<file path="src/rtl/bus_pkg.sv">
// Shared definitions for the cartridge address-bus initiator: slice selects,
// address widths, channel FSM states and the AS-to-F-bus bit packing.
package bus_pkg;

    localparam logic [1:0] JS_LO = 2'b00;
    localparam logic [1:0] JS_HI = 2'b01;
    localparam logic [1:0] FS_AS = 2'b11;

    localparam int A68K_AW = 19;
    localparam int AS_AW   = 17;

    typedef enum logic [1:0] {CH_IDLE, CH_REQ, CH_HOLD} ch_state_t;

    // F bus layout: f[15]=a4, f[14:12]=a2..a0, f[11:0]=a16..a5; a3 is not carried.
    function automatic logic [15:0] as_encode(input logic [AS_AW-1:0] a);
        return {a[4], a[2:0], a[16:5]};
    endfunction

endpackage

</file>
<file path="src/rtl/bus_req_chan.sv">
// One request channel: captures an address on valid/ready, strobes the CPLD for
// one cycle, then keeps the bus enabled for GAP-1 more cycles before re-arming.
module bus_req_chan
    import bus_pkg::*;
#(
    parameter int AW  = 19,
    parameter int GAP = 2
) (
    input  logic          clk,
    input  logic          rst_n,
    input  logic          valid,
    output logic          ready,
    input  logic [AW-1:0] addr,
    output logic [AW-1:0] hold,
    output logic          strobe,
    output logic          oe
);

    localparam int CW = (GAP > 2) ? $clog2(GAP) : 1;
    // HOLD spans GAP-1 cycles, so the counter is loaded with GAP-2 and exits at 0.
    localparam logic [CW-1:0] HOLD_LD = CW'((GAP >= 2) ? GAP - 2 : 0);

    generate
        if (GAP < 1) begin : g_bad_gap
            $error("bus_req_chan: GAP must be >= 1");
        end
    endgenerate

    ch_state_t     state, nxt;
    logic [CW-1:0] ctr;
    logic          up;

    always_ff @(posedge clk or negedge rst_n) begin
        if (!rst_n) begin
            state <= CH_IDLE;
            ctr   <= '0;
            hold  <= '0;
            up    <= 1'b0;
        end else begin
            up    <= 1'b1;
            state <= nxt;
            if (valid && ready) hold <= addr;
            if (state == CH_REQ)       ctr <= HOLD_LD;
            else if (state == CH_HOLD) ctr <= ctr - 1'b1;
        end
    end

    always_comb begin
        nxt = state;
        case (state)
            CH_IDLE: if (valid && ready) nxt = CH_REQ;
            CH_REQ:  nxt = (GAP > 1) ? CH_HOLD : CH_IDLE;
            CH_HOLD: if (ctr == '0) nxt = CH_IDLE;
            default: nxt = CH_IDLE;
        endcase
    end

    // ready is held off until the first edge after reset release.
    assign ready  = up && (state == CH_IDLE);
    assign strobe = (state == CH_REQ);
    assign oe     = (state != CH_IDLE);

endmodule

</file>
<file path="src/rtl/bushost.sv">
// Initiator end of the cartridge multiplexed address bus: 68k channel on J, AS
// channel on F. Optional macro ASADDR_CHECK_EN rejects AS addresses with a3 set.
module bushost
    import bus_pkg::*;
#(
    parameter int A68K_GAP = 2,
    parameter int AS_GAP   = 3
) (
    input  logic               clk,
    input  logic               rst_n,
    input  logic               m_valid,
    output logic               m_ready,
    input  logic [A68K_AW-1:0] m_addr,
    input  logic               as_valid,
    output logic               as_ready,
    input  logic [AS_AW-1:0]   as_addr,
    output logic               as_err,
    output logic               a68kreq,
    output logic               asreq,
    input  logic [1:0]         js,
    output logic [15:0]        j,
    output logic               j_oe,
    input  logic [1:0]         fs,
    output logic [15:0]        f,
    output logic               f_oe
);

    logic [A68K_AW-1:0] m_hold;
    logic [AS_AW-1:0]   as_hold;
    logic               as_cvalid;
    logic [1:0]         sel_unused;

    bus_req_chan #(.AW(A68K_AW), .GAP(A68K_GAP)) u_jchan (
        .clk    (clk),
        .rst_n  (rst_n),
        .valid  (m_valid),
        .ready  (m_ready),
        .addr   (m_addr),
        .hold   (m_hold),
        .strobe (a68kreq),
        .oe     (j_oe)
    );

    bus_req_chan #(.AW(AS_AW), .GAP(AS_GAP)) u_fchan (
        .clk    (clk),
        .rst_n  (rst_n),
        .valid  (as_cvalid),
        .ready  (as_ready),
        .addr   (as_addr),
        .hold   (as_hold),
        .strobe (asreq),
        .oe     (f_oe)
    );

`ifdef ASADDR_CHECK_EN
    logic err_q;

    // A rejected address still completes the handshake but never reaches the channel.
    assign as_cvalid = as_valid && !as_addr[3];

    always_ff @(posedge clk or negedge rst_n) begin
        if (!rst_n) err_q <= 1'b0;
        else        err_q <= as_valid && as_ready && as_addr[3];
    end

    assign as_err = err_q;
`else
    assign as_cvalid = as_valid;
    assign as_err    = 1'b0;
`endif

    // js=1x falls back to the low slice; the F bus carries one slice only, so fs is not decoded.
    assign j = (js == JS_HI) ? {13'b0, m_hold[18:16]} : m_hold[15:0];
    assign f = as_encode(as_hold);

    assign sel_unused = {fs == FS_AS, js == JS_LO};

endmodule

</file>
<file path="config.mk">
export PLATFORM = sky130hd
export DESIGN_NAME = bushost
export DESIGN_NICKNAME = d
export VERILOG_FILES = /design/src/rtl/bus_pkg.sv /design/src/rtl/bus_req_chan.sv /design/src/rtl/bushost.sv
export SDC_FILE = /design/constraint.sdc
export NUM_CORES = 1
export LEC_CHECK = 0
export CAP_MARGIN = 30
export CORE_MARGIN = 5
export CORE_UTILIZATION = 33
export CTS_BUF_LIST = sky130_fd_sc_hd__clkbuf_8
export DETAILED_ROUTE_END_ITERATION = 10
export PLACE_DENSITY = 0.76
export SYNTH_ARGS = -nofsm -noshare
export SYNTH_HDL_FRONTEND = slang
export SYNTH_SLANG_ARGS = --single-unit
</file>
<file path="constraint.sdc">
create_clock -name clk -period 2.5 [get_ports clk]
set_input_delay 0.5 -clock clk [delete_from_list [all_inputs] [get_ports clk]]
set_output_delay 0.5 -clock clk [all_outputs]
set_load 0.03 [all_outputs]
</file>
==> results.cfg <==
[floorplanning]
die_w_um = 88.1
io_pins = 83
rows = 28
die_h_um = 88.1
start_util_pct = 34.0
coreArea_um2 = 5920
dieArea_um2 = 7760

[layout]
multi_input_area_um2 = 865
final_area_um2 = 2930
drive_gt1_share_pct = 30.9
fillerInstances = 545
nNetsFinal = 276
final_common_cell = clkdlybuf4s50_1
synthToLayoutAreaGrowth_pct = 45.7
seqCellArea_um2 = 1080
final_cell_mix = 61 x clkdlybuf4s50_1, 43 x dfrtp_1, 23 x mux2_2
antennaDiodeCount = 0

[drt]
drtPass1Iterations = 2
drt_iter0_drc = 8
routed_wirelength_um = 4130
ant_nets = 0
drc = 0
avgViaCountPerCell = 4.47
vias = 1332
wl_per_cell_um = 13.9

[clocking]
cts.reportedPaths.clkPinSlew_ns = 0.08
hold_buffers = 0
cts_tree = yes
ctsRootBufferMaster = clkbuf_8
cts_num_sinks = 43
clock_latency_ns = 0.28
cts_resized = 3
cts_buffers = 5
clock_path_buffers = 2
cts_max_level = 2
cts_setup_buffers = 0

[outcome]
status = complete, no violations

[worst_setup_path]
cp-start-kind = register
worstPathRequired_ns = 2.00
cp_max_fo = 3
r2r_cells = 5
critical_path_class = reg2out
crit_path_end_kind = output port
arrival_ns = 1.85

[timing]
setup_violations = 0
finalMaxSlewViolations = 0
rsz0062_at_grt = false
finClkSkew_ns = 0.00417
fmax_mhz = 426
timing.final.crit_share_pct = 93.9
worst_slack_ns = 0.152
final_hold_viol_count = 0
finalCriticalPeriod_ns = 2.35

[power_and_ir_drop]
p_seq_share_pct = 31.8
pwr-share-comb_pct = 55.0
power.density_nw_per_um2 = 1310
p_leak_nw = 1.39
p_sw_mw = 1.46
power_mw = 3.85
swShare_pct = 38.0
irDropWorstVdd_mv = 0.649
p_int_mw = 2.39
clock_power_share_pct = 13.2

[global_route]
grt_pass1_wl_um = 6520
antenna_found_initial = 0
grt_overflow = 0
first_global_vias = 1374
grt_start_max_net_pins = 44
grt_use_total_pct = 10.9

[synth]
syn_area_um2 = 2010
synthCells = 140
yosysWarnings = 0
ys_seq_area_share_pct = 53.4
synth_area_per_cell_um2 = 14.4
post_synth_num_cell_types = 20
synth-seq-cells = 43
synth_fp_nets = 193

[placed_design]
portBuffers = 78
dpl.hpwl_um = 3100
gp_congestion = 0.710
dpl-instance-area_um2 = 2840
place_ws_ns = -0.0868

[run]
drv_cap = 0

[hold_path]
hold_class = in2async
==> power groups by stage <==
stage               logic (mW)  clock network, mW  registers (mW)
floorplan                 1.17                  0            1.46
global placement          2.12                  0            1.22
detailed placement        2.16                  0            1.24
CTS                       2.15              0.533            1.23
global route              2.26              0.562            1.27
finish                    2.12              0.508            1.22
==> critical path, cell delays in order, from the launching register on <==
cell	delay (ns)
dfrtp_1	0.40
inv_1	0.12
ha_1	0.20
and2_4	0.17
clkdlybuf4s50_1	0.67
==> through the flow <==
stage	util, %	setup TNS (ns)	std cells	hold slack [ns]
after floorplan	-	0	140	0.204
after global placement	47.9	-0.204	291	0.480
after detailed placement	47.9	-0.252	291	0.487
after CTS	49.6	0	298	0.184
after global routing	49.6	0	298	0.191
final	49.6	0	298	0.183
==> flip-flops by register name, summed over array words and instances, names as in the netlist <==
| register | count |
|---|---|
| u_jchan.hold | 19 |
| u_jchan.state | 2 |
| u_fchan.hold | 16 |
| u_fchan.state | 2 |
| u_fchan.ctr | 2 |
| u_fchan.up | 1 |
| u_jchan.ctr | 1 |
==> routing by layer <==
layer  part of all wire [%]  routed length (µm)  vias up  track usage (%)
li1                       -                   -      624                -
met1                     41                1700      649             13.5
met2                     47                1940       54             17.1
met3                     11                 447        5             5.17
met4                    1.1                  47        0             2.88
met5                      0                   0        -                0
==> final cells by class <==
| class | instances | share of cell area [%] |
|---|---|---|
| multi-input cells | 85 | 29.5 |
| flip-flops and latches | 43 | 36.7 |
| well taps | 75 | 3.20 |
| clock buffers | 5 | 2.35 |
| repair buffers | 80 | 26.1 |
| inverters | 8 | 1.02 |
| clock inverters | 2 | 1.15 |
==> worst paths after layout <==
| check | start | endpoint | slack, ns |
|---|---|---|---|
| max | u_jchan.state[0]$_DFFE_PN0P_ | m_ready | 0.15 |
| min | rst_n | u_jchan.hold[1]$_DFFE_PN0P_ | 0.18 |
| max reg2reg | u_jchan.state[0]$_DFFE_PN0P_ | u_jchan.hold[17]$_DFFE_PN0P_ | 0.87 |
| min reg2reg | u_jchan.hold[4]$_DFFE_PN0P_ | u_jchan.hold[4]$_DFFE_PN0P_ | 0.50 |
| max in group asynchronous | rst_n | u_jchan.hold[11]$_DFFE_PN0P_ | 2.11 |
| min in group clk | u_jchan.hold[4]$_DFFE_PN0P_ | u_jchan.hold[4]$_DFFE_PN0P_ | 0.50 |
==> cell families after synthesis <==
kind of cell               after synthesis  synth area share (%)
DFF                                     43                  53.4
other                                    2                 0.373
AOI/OAI and AO/OA                        3                 0.870
adders and majority gates                9                  5.59
buffers and inverters                   12                  3.60
muxes                                   43                  27.8
and+or+nand+nor                         28                  8.33
==> synth_stat cells, drive strengths merged <==
cell,n,share of area (%)
dfrtp,43,53
mux2,43,28
and2,15,4.9
ha,9,5.6
inv,8,1.5
nand2,6,1.9
nor2,5,0.93
buf,3,1.9
conb,2,0.37
a21oi,1,0.25
a22oi,1,0.37
clkbuf,1,0.19
nand2b,1,0.31
nor2b,1,0.31
o21ai,1,0.25
No activity file was read; power rests on OpenSTA's default activity.
==> patch 1: new RTL, config.mk and constraints unchanged <==
Change the parameter `A68K_GAP` from 2 to 4.
--- a/src/rtl/bushost.sv
+++ b/src/rtl/bushost.sv
@@ -3,7 +3,7 @@
 module bushost
     import bus_pkg::*;
 #(
-    parameter int A68K_GAP = 2,
+    parameter int A68K_GAP = 4,
     parameter int AS_GAP   = 3
 ) (
     input  logic               clk,
Function: changed (Yosys sat finds a counterexample within 10 cycles, from zero or initial values and one cycle with rst_n low).
==> patch 1 against the unedited design <==
Final area rose by 0.26%; area after synthesis rose by 0.87%; total power fell by 1.7%; clock power fell by 13%; sequential cell count rose by 1; critical path type is now primary input to output port; setup slack got worse by 0.042 ns; final cell count rose by 3.4%; synthesized cell count rose by 5.7%; fmax fell by 1.8%; routed wire length fell by 2.1%; non-clock buffer count rose by 1; count of clock-buffer cells in the layout rose by 1.
==> patch 1: results <==
set metrics [dict create \
    status "completed" \
    p_leak_nw 1.36 \
    drt_iter0_drc 14 \
    postCtsResizedCells 2 \
    ys_warn_count 0 \
    hp-class "primary input to async pin" \
    grt_max_degree 25 \
    grt_pass1_vias 1391 \
    crit_family "buffers and inverters" \
    dp_hpwl_um 3210 \
    ys_async_sr_fraction_pct 100 \
    syn_nets 202 \
    path_clk_slew_ns 0.08 \
    grt_pass1_wl_um 6540 \
    port_buffers 78 \
    numCtsBuffers 5 \
    worstPathArrival_ns 1.89 \
    n_antenna_cell 0 \
    post-cts-setup-buffers 0 \
    synth_seq_area_share_pct 54.2 \
    clock_latency_ns 0.29 \
    critPathMaxStageDelay_ns 0.45 \
    fillers 537 \
    dp.cells 300 \
    ctsLongestPathBuffers 2 \
    irDropWorstVdd_v 0.000615 \
    gp_congestion 0.700 \
    fin_nets 286 \
    reg.largest.list "u_jchan.hold: 19 flops, u_fchan.hold: 16 flops" \
    synth.avg_cell_area_um2 13.7 \
    slowest_stage "clkdlybuf4s50_1" \
    vias_per_cell 4.36 \
    grtUsageTotal_pct 10.8 \
    synthTopCellsByCount "44 x dfrtp_1, 31 x mux2_2, 13 x and2_1, 11 x inv_1" \
    finClkSkew_ns 0.00704 \
    antenna_found_initial 0 \
    drive_above_1_share_pct 30.5 \
    root_buffer "clkbuf_8" \
    synth.distinct_cells 24 \
    maxCapViolations 0 \
    dr_total_vias 1343 \
    htreeDepth 2 \
    dr.pass1.iters 4 \
    path_max_fanout 10 \
    yosys-top-cells-area "dfrtp_1 54%, mux2_2 17%, mux2_4 7.4%" \
    drt-total-wl_um 4040 \
]
-- patch 1: power by group --
| group | internal, W | leakage [nW] | switching [W] | total, W |
|---|---|---|---|---|
| Sequential | 0.00107 | 0.523 | 0.000167 | 0.00123 |
| Combinational | 0.00101 | 0.787 | 0.00109 | 0.00210 |
| Clock | 0.000220 | 0.0510 | 0.000222 | 0.000443 |
-- patch 1: cell families after synthesis --
| group | Yosys count | synth area share, % |
|---|---|---|
| muxes | 42 | 25.1 |
| DFF | 44 | 54.2 |
| buffers and inverters | 15 | 3.82 |
| AOI/OAI and AO/OA | 5 | 1.29 |
| and+or+nand+nor | 30 | 9.06 |
| adders and majority gates | 10 | 6.16 |
| other | 2 | 0.370 |
-- patch 1: area by class of cell --
class                           instances  area (µm²)  share of cell area (%)
Tap cell                               75        93.8                    3.19
Sequential cell                        44        1100                    37.4
Clock buffer                            6        82.6                    2.81
Timing Repair Buffer                   81         761                    25.9
Clock inverter                          2        10.0                   0.340
Multi-Input combinational cell         89         852                    29.0
Inverter                               11        41.3                    1.40
-- patch 1: final timing paths --
check,depth (start not counted),from,to,slack [ns]
max,5,js[1],j[2],0.11
min,1,rst_n,u_fchan.hold[4],0.16
max reg2reg,5,u_fchan.state[0],u_fchan.hold[0],0.94
min reg2reg,1,u_jchan.hold[8],u_jchan.hold[8],0.50
max in group asynchronous,2,rst_n,u_fchan.ctr[1],1.66
min in group clk,1,u_jchan.hold[8],u_jchan.hold[8],0.50
-- patch 1: worst register-to-register path, cell delays in order, from the launching register on --
cell and delay, ns:
dfrtp_1 0.38, inv_1 0.08, ha_1 0.23, and2_4 0.15
nand2_4 0.22, mux2_2 0.38
-- patch 1: per-stage QoR --
step                setup slack, ns  hold slack (ns)  utilization [%]  instance area, µm²
finish                        0.110            0.157             49.4                2940
global route                 0.0213            0.200             49.4                2940
CTS                          0.0812            0.167             49.4                2940
detailed placement           -0.135            0.487             47.9                2850
global placement             -0.141            0.478             47.9                2850
floorplan                     0.779            0.204                -                2030
-- patch 1: routing by layer --
metal  part of all wire [%]  vias up  GRT usage (%)
met5                      0        -              0
met4                   0.94        0           2.88
met3                    9.9        8           4.56
met2                     49       51           18.2
met1                     40      632           12.8
li1                       -      652              -
==> patch 2: new RTL, same flow settings <==
Without the edit above. The 3 states of `ch_state_t` get a one-hot encoding in 3 bits.
--- a/src/rtl/bus_pkg.sv
+++ b/src/rtl/bus_pkg.sv
@@ -9,7 +9,7 @@
     localparam int A68K_AW = 19;
     localparam int AS_AW   = 17;
 
-    typedef enum logic [1:0] {CH_IDLE, CH_REQ, CH_HOLD} ch_state_t;
+    typedef enum logic [2:0] {CH_IDLE = 3'b001, CH_REQ = 3'b010, CH_HOLD = 3'b100} ch_state_t;
 
     // F bus layout: f[15]=a4, f[14:12]=a2..a0, f[11:0]=a16..a5; a3 is not carried.
     function automatic logic [15:0] as_encode(input logic [AS_AW-1:0] a);
Formal check against the unedited RTL: no difference found for any inputs over 10 cycles, from zero or initial values and one cycle with rst_n low; not proved beyond that.
==> patch 2 against the unedited design <==
Area after synthesis shrank 4.0%; routed wire length shrank 2.4%; fmax shrank 2.6%; final area shrank 3.7%; register-to-register slack gained 0.05 ns; synthesized cell count shrank 0.71%; setup slack lost 0.063 ns; sequential cell count grew 2; utilization grew 0.82 points; sequential share of layout area grew 3.3 points; critical path type is now primary input to output port; critical endpoint is now j[1].
Power is not compared: it rests on default switching activity, and its combinational part moved more than twofold at a synthesized area within 25%.
==> patch 2: results <==
set metrics [dict create \
    grt_pass1_wl_um 6560 \
    drive_above_1_share_pct 30.0 \
    slowest_stage "clkdlybuf4s50_1" \
    grt_max_degree 26 \
    synthTopCellsByCount "43 x dfrtp_1, 30 x mux2_2, 13 x and2_1, 8 x mux2_4, 6 x nor2_1" \
    synth.distinct_cells 28 \
    vias_per_cell 4.48 \
    antenna_found_initial 0 \
    grt_pass1_vias 1382 \
    n_antenna_cell 0 \
    syn_nets 184 \
    gp_congestion 0.671 \
    port_buffers 78 \
    hold_viol 0 \
    irDropWorstVdd_v 0.000428 \
    crit_family "buffers and inverters" \
    status "completed" \
    ys_async_sr_fraction_pct 100 \
    reg.largest.list "u_jchan.hold: 19 flops, u_fchan.hold: 16 flops" \
    path_clk_slew_ns 0.08 \
    drt_iter0_drc 42 \
    critPathMaxStageDelay_ns 0.45 \
    yosys-top-cells-area "dfrtp_1 56%, mux2_2 17%, mux2_4 6.2%" \
    drt-wirelength-per-cell_um 13.7 \
    dp_hpwl_um 3100 \
    synth_seq_area_share_pct 58.4 \
    root_buffer "clkbuf_8" \
    placed_area_um2 2740 \
    grtUsageTotal_pct 11.1 \
    ys_warn_count 0 \
    clock_latency_ns 0.29 \
    p_leak_nw 1.22 \
    hp-class "primary input to async pin" \
    numCtsBuffers 5 \
    synthFlopType "dfrtp_1" \
    finClkSkew_ns 0.00692 \
    htreeDepth 2 \
    fin_nets 267 \
    path_max_fanout 6 \
    ctsLongestPathBuffers 2 \
    dr.pass1.iters 4 \
]
==> patch 2: cell count changes in the layout (fill, tap and decap cells not counted), sizes merged, moves of 3 or more <==
cell / change
a21oi: +4
ha: -8
inv: -3
mux2: -5
nand2: -4
==> patch 2: timing repair <==
action / in CTS / in global routing
gates resized for setup: 3 / 0
endpoints found under the setup margin: 3 / 0
setup buffers: 0 / 0
==> patch 2: final cells by class <==
| type | instances | area (µm²) |
|---|---|---|
| Fill cell | 516 | 2780 |
| Multi-Input combinational cell | 84 | 732 |
| Tap cell | 72 | 90.1 |
| Sequential cell | 45 | 1130 |
| Clock inverter | 2 | 7.51 |
| Inverter | 4 | 15.0 |
| Timing Repair Buffer | 82 | 769 |
| Clock buffer | 6 | 82.6 |
==> patch 2: power by group <==
group,total [W],internal (W),switching [W]
Combinational,0.000891,0.000441,0.000451
Clock,0.000441,0.000217,0.000223
Sequential,0.000979,0.000892,0.0000872
Total,0.00231,0.00155,0.000761
==> patch 2: cell families (layout without fill, tap and decap cells) <==
| kind of cell | count (synthesis) | after routing | synth area share [%] |
|---|---|---|---|
| buffers and inverters | 10 | 94 | 3.75 |
| DFF | 45 | 45 | 58.4 |
| and+or+nand+nor | 34 | 34 | 10.6 |
| muxes | 38 | 38 | 23.7 |
| AOI/OAI and AO/OA | 9 | 9 | 2.59 |
| other | 2 | 2 | 0.388 |
| adders and majority gates | 1 | 1 | 0.647 |
==> patch 2: stage by stage <==
step / std cells / setup slack (ns) / power [W]
final: 295 / 0.0889 / 0.00231
after global routing: 295 / 0.0494 / 0.00245
after CTS: 295 / 0.0799 / 0.00235
after detailed placement: 287 / -0.159 / 0.00191
after global placement: 287 / -0.170 / 0.00189
after floorplan: 139 / 0.779 / 0.00153
==> patch 2: worst paths after layout <==
path / from / end / slack [ns] / cells past startpoint
min: rst_n / u_fchan.hold[10] / 0.18 / 2
max reg2reg: u_jchan.state[1] / u_jchan.hold[15] / 0.92 / 4
max in group asynchronous: rst_n / u_jchan.state[0] / 2.00 / 2
min reg2reg: u_jchan.hold[9] / u_jchan.hold[9] / 0.50 / 1
min in group clk: u_jchan.hold[9] / u_jchan.hold[9] / 0.50 / 1
max: js[1] / j[1] / 0.09 / 4
==> patch 2: routing by layer <==
metal / global-route usage [%] / vias up / part of all wire [%]
li1: - / 635 / -
met3: 4.85 / 2 / 8.0
met4: 3.82 / 0 / 0.47
met2: 18.1 / 35 / 50
met5: 0 / - / 0
met1: 13.2 / 650 / 41
